### config.mk
export PLATFORM = sky130hd
export DESIGN_NAME = mem_port_arbiter
export DESIGN_NICKNAME = d
export VERILOG_FILES = /design/src/rtl/mem_port_arbiter.sv
export SDC_FILE = /design/constraint.sdc
export NUM_CORES = 1
export LEC_CHECK = 0
export CAP_MARGIN = 20
export CORE_MARGIN = 10
export CORE_UTILIZATION = 34
export DETAILED_ROUTE_END_ITERATION = 10
export GPL_TIMING_DRIVEN = 0
export PLACE_DENSITY = 0.69
export SLEW_MARGIN = 15
export SYNTH_ARGS = -nofsm -noshare
export SYNTH_HDL_FRONTEND = slang
export SYNTH_SLANG_ARGS = --single-unit
export TNS_END_PERCENT = 10
### constraint.sdc
create_clock -name clk -period 4.2 [get_ports clk]
set_input_delay 0.84 -clock clk [delete_from_list [all_inputs] [get_ports clk]]
set_output_delay 0.84 -clock clk [all_outputs]
set_load 0.05 [all_outputs]
### src/rtl/mem_port_arbiter.sv
// Two-requester round-robin arbiter sharing one memory bus between I-refill and D ports.
// Define MEM_ARB_TIMEOUT_EN to build the ISSUE/WAIT watchdog that aborts hung transactions.
module mem_port_arbiter #(
  parameter int unsigned MEM_TIMEOUT = 64
) (
  input  logic        clk,
  input  logic        rst_n,
  input  logic        i_req,
  input  logic [31:0] i_addr,
  input  logic [2:0]  i_trd,
  output logic        i_gnt,
  output logic        i_rvalid,
  output logic [31:0] i_rdata,
  output logic [2:0]  i_rtrd,
  input  logic        d_req,
  input  logic        d_wr,
  input  logic [31:0] d_addr,
  input  logic [31:0] d_wdata,
  input  logic [2:0]  d_trd,
  output logic        d_gnt,
  output logic        d_rvalid,
  output logic [31:0] d_rdata,
  output logic [2:0]  d_rtrd,
  output logic        m_req,
  output logic        m_we,
  output logic [31:0] m_addr,
  output logic [31:0] m_wdata,
  input  logic        m_ack,
  input  logic        m_rvalid,
  input  logic [31:0] m_rdata,
  output logic        busy,
  output logic        err,
  output logic        err_src,
  output logic [2:0]  err_trd
);

  typedef enum logic [1:0] {StIdle, StIssue, StWait, StResp} state_e;

  state_e      state_q;
  logic        last_d_q;
  logic        src_q;
  logic        we_q;
  logic [31:0] addr_q;
  logic [31:0] wdata_q;
  logic [2:0]  trd_q;

  logic        idle;
  logic        pick_d;
  logic        done;
  logic        timeout;
  logic [31:0] resp_data;

  if (MEM_TIMEOUT < 2 || MEM_TIMEOUT > 1023) begin : g_bad_timeout
    $error("MEM_TIMEOUT must be in 2..1023");
  end

  assign idle   = (state_q == StIdle);
  // On a tie, last_d_q=1 hands the grant to I.
  assign pick_d = d_req & (~i_req | ~last_d_q);
  assign i_gnt  = idle & i_req & ~pick_d;
  assign d_gnt  = idle & pick_d;
  assign busy   = ~idle;

  assign m_req   = (state_q == StIssue);
  assign m_we    = we_q;
  assign m_addr  = addr_q;
  assign m_wdata = wdata_q;

  assign done = ((state_q == StIssue) & m_ack & (we_q | m_rvalid)) |
                ((state_q == StWait) & m_rvalid);
  assign resp_data = we_q ? 32'h0 : m_rdata;

`ifdef MEM_ARB_TIMEOUT_EN
  logic [9:0] cnt_q;

  // Completion in the expiry cycle wins over the abort.
  assign timeout = ((state_q == StIssue) | (state_q == StWait)) &
                   ((cnt_q + 10'd1) == 10'(MEM_TIMEOUT)) & ~done;
`else
  assign timeout = 1'b0;
  assign err     = 1'b0;
  assign err_src = 1'b0;
  assign err_trd = 3'd0;
`endif

  always_ff @(posedge clk) begin
    if (!rst_n) begin
      state_q  <= StIdle;
      last_d_q <= 1'b1;
      src_q    <= 1'b0;
      we_q     <= 1'b0;
      addr_q   <= 32'h0;
      wdata_q  <= 32'h0;
      trd_q    <= 3'd0;
      i_rvalid <= 1'b0;
      i_rdata  <= 32'h0;
      i_rtrd   <= 3'd0;
      d_rvalid <= 1'b0;
      d_rdata  <= 32'h0;
      d_rtrd   <= 3'd0;
`ifdef MEM_ARB_TIMEOUT_EN
      cnt_q    <= 10'd0;
      err      <= 1'b0;
      err_src  <= 1'b0;
      err_trd  <= 3'd0;
`endif
    end else begin
      i_rvalid <= 1'b0;
      d_rvalid <= 1'b0;

      unique case (state_q)
        StIdle: begin
          if (i_req | d_req) begin
            src_q    <= pick_d;
            last_d_q <= pick_d;
            we_q     <= pick_d & d_wr;
            addr_q   <= pick_d ? d_addr : i_addr;
            wdata_q  <= pick_d ? d_wdata : 32'h0;
            trd_q    <= pick_d ? d_trd : i_trd;
            state_q  <= StIssue;
          end
        end
        StIssue: begin
          if (done)         state_q <= StResp;
          else if (timeout) state_q <= StIdle;
          else if (m_ack)   state_q <= StWait;
        end
        StWait: begin
          if (done)         state_q <= StResp;
          else if (timeout) state_q <= StIdle;
        end
        StResp:  state_q <= StIdle;
        default: state_q <= StIdle;
      endcase

      if (done) begin
        if (src_q) begin
          d_rvalid <= 1'b1;
          d_rdata  <= resp_data;
          d_rtrd   <= trd_q;
        end else begin
          i_rvalid <= 1'b1;
          i_rdata  <= resp_data;
          i_rtrd   <= trd_q;
        end
      end

`ifdef MEM_ARB_TIMEOUT_EN
      err <= 1'b0;
      if ((state_q == StIssue) | (state_q == StWait)) cnt_q <= cnt_q + 10'd1;
      else                                            cnt_q <= 10'd0;
      if (timeout) begin
        err     <= 1'b1;
        err_src <= src_q;
        err_trd <= trd_q;
      end
`endif
    end
  end

endmodule

==> results.cfg <==
[floorplan]
num_io_pins = 287
coreArea_um2 = 16600
die_y_um = 151
die-area_um2 = 22700
die_w_um = 151
fp-row-count = 47
start_util_pct = 34.9

[sta]
setup_viol = 0
tightest_slew_ns = 0.631
min_period_ns = 3.86
whs_ns = 0.447
hold_viol = 0
setup_slack_ns = 0.340
slew_headroom_pct = 58.0
slew_viol_final = 0
max_freq_mhz = 259
skew_ns = 0.00828
grt_setup_unrepaired = no
fin_setup_tns_ns = 0
finalCritPeriodShare_pct = 91.9

[place]
numPortBuffers = 280
routabilityCongestion = 0.798
pre_cts_ws_ns = 0.342
dp_hpwl_um = 17200

[final_layout]
nets = 1108
insertedDiodeCount = 0
fin_util_pct = 57.5
layout_commonest_cell = clkdlybuf4s50_1
syn2layout_area_growth_pct = 64.8
drive_above_1_share_pct = 6.96
final_cell_mix = clkdlybuf4s50_1, dfxtp_1, nand2_1, nor2_1, nand3_1
fillers = 1555

[power]
p_leak_nw = 3.58
switchingPower_mw = 2.33
swShare_pct = 39.5
ir_worst_vdd_v = 0.000329
power_frac_comb_pct = 41.7
p_per_area_nw_per_um2 = 616
total_power_mw = 5.90
internal_power_mw = 3.57
p_clk_share_pct = 28.9
power.share.sequential_pct = 29.4

[critical_path]
crit_path_end_kind = primary output
reg2reg_to = m_addr[28]
r2r_slack_ns = 2.34
r2r_cells = 7
arrival_ns = 3.02
r2r_start = state_q[0]
path_max_fanout = 10
crit_required_ns = 3.36
start_kind = input port
critPathKind = input port to primary output

[clock_network]
clockBufferDepth = 2
cts_made_buffers = 17
h-tree-depth = 4
cts_root_buffer = clkbuf_16
cts_tree = built
cts_hold_buffers = 0
cts_sinks = 144
postCtsSetupBuffers = 0
cts_resized = 0
path_clk_slew_ns = 0.06
clk_latency_ns = 0.42

[routing]
first_pass_iters = 5
drc = 0
first_iter_violations = 238
wl_per_cell_um = 18.4
ant_nets = 0
route.detailed.vias_per_inst = 4.82
vias = 5774
routed_wl_um = 22000

[synthesis]
ys_seq_area_share_pct = 49.6
synthCells = 661
synth_top_family_by_area = simple AND/OR/NAND/NOR gates
synth_xor_area_share_pct = 0
yosys_warnings = 0
muxShareOfSynthArea_pct = 6.20
synth-seq-cells = 144
yosys.area.top_type = dfxtp_1
synth_area_leaders = dfxtp_1, mux2i_1, nand3_1
synth-simple-area-share_pct = 19.8
synth_fa_ha_area_share_pct = 0.646
synth_compound_gate_area_share_pct = 16.6
synth_area_um2 = 5810
synth_top_cell_area_share_pct = 49.6
synth.distinct_cells = 32
synth_area_per_cell_um2 = 8.79

[worst_hold_path]
hold_depth = 2
hp-class = register to register
hp-start = i_rdata[16]
hold_end = i_rdata[16]

[grt]
antenna_found_initial = 0
track_usage_pct = 19.0
grt_max_degree = 17
grt_pass1_wl_um = 33500
grt_pass1_vias = 5934
grt_overflow = 0

[flow_run]
drv_cap = 0

[outcome]
status = finished clean
==> through the flow <==
step | area, um^2 | instances
finish | 9570 | 1197
global route | 9570 | 1197
CTS | 9570 | 1197
detailed placement | 8900 | 1165
global placement | 8900 | 1165
floorplan | 5830 | 665
==> power groups by stage <==
stage          Clock (mW)  Combinational, mW  Sequential (mW)
2_1_floorplan           0              0.882             2.47
3_3_place_gp            0               2.47             1.75
3_5_place_dp            0               2.47             1.76
4_1_cts              1.73               2.49             1.74
5_1_grt              1.79               2.63             1.77
6_report             1.71               2.46             1.74
==> routing by layer <==
metal  routed length (um)  GRT usage [%]
met1                 8800           21.2
met2                10600           32.1
met3                 2420           9.03
met4                  189           4.43
met5                    0              0
==> cell type report <==
class	instances	area, um^2	share of cell area, %
tap	220	275	2.88
sequential	144	2880	30.1
clock buffer	20	467	4.88
inverter	4	15.0	0.157
multi-input combinational	452	2530	26.5
buffer	65	395	4.13
timing repair buffer	280	2800	29.3
clock inverter	12	203	2.12
==> registers in the layout, summed over array words and instances, names as in the netlist <==
register / count
m_addr: 32
m_we: 1
d_rvalid: 1
i_rdata: 32
d_rdata: 32
i_rvalid: 1
src_q: 1
state_q: 2
m_wdata: 32
last_d_q: 1
trd_q: 3
i_rtrd: 3
d_rtrd: 3
==> how the worst max path moves through the flow <==
stage	startpoint	endpoint	slack [ns]	depth (start not counted)
2_1_floorplan	d_req	i_gnt	1.43	4
3_3_place_gp	d_req	d_gnt	0.34	7
3_5_place_dp	d_req	d_gnt	0.34	7
4_1_cts	d_req	d_gnt	0.33	7
5_1_grt	d_req	d_gnt	0.26	7
6_report	d_req	d_gnt	0.34	7
==> critical path, stage by stage <==
cell             delay, ns
clkdlybuf4s50_1       0.52
a21boi_2              0.19
buf_6                 0.19
and2_1                0.16
buf_6                 0.14
buf_6                 0.15
clkdlybuf4s50_1       0.82
==> Yosys cell counts (all sizes together) <==
cell    number
nand2b       2
nor2b       32
nor3         1
a32o         1
nand2       74
mux2i       36
and2         3
conb         1
nor2        75
nand3       70
buf         32
o21ai       74
clkbuf      33
dfxtp      144
a211o        1
o211a        1
a21bo        1
a22oi       33
a21oi        3
ha           3
o21ba        1
a211oi      35
inv          4
a21boi       1
==> cells by family after synthesis <==
kind of cell               count (synthesis)
and+or+nand+nor                          257
AOI/OAI and AO/OA                        151
DFF                                      144
buffers and inverters                     69
muxes                                     36
adders and majority gates                  3
other                                      1
(Power assumes the default switching activity.)
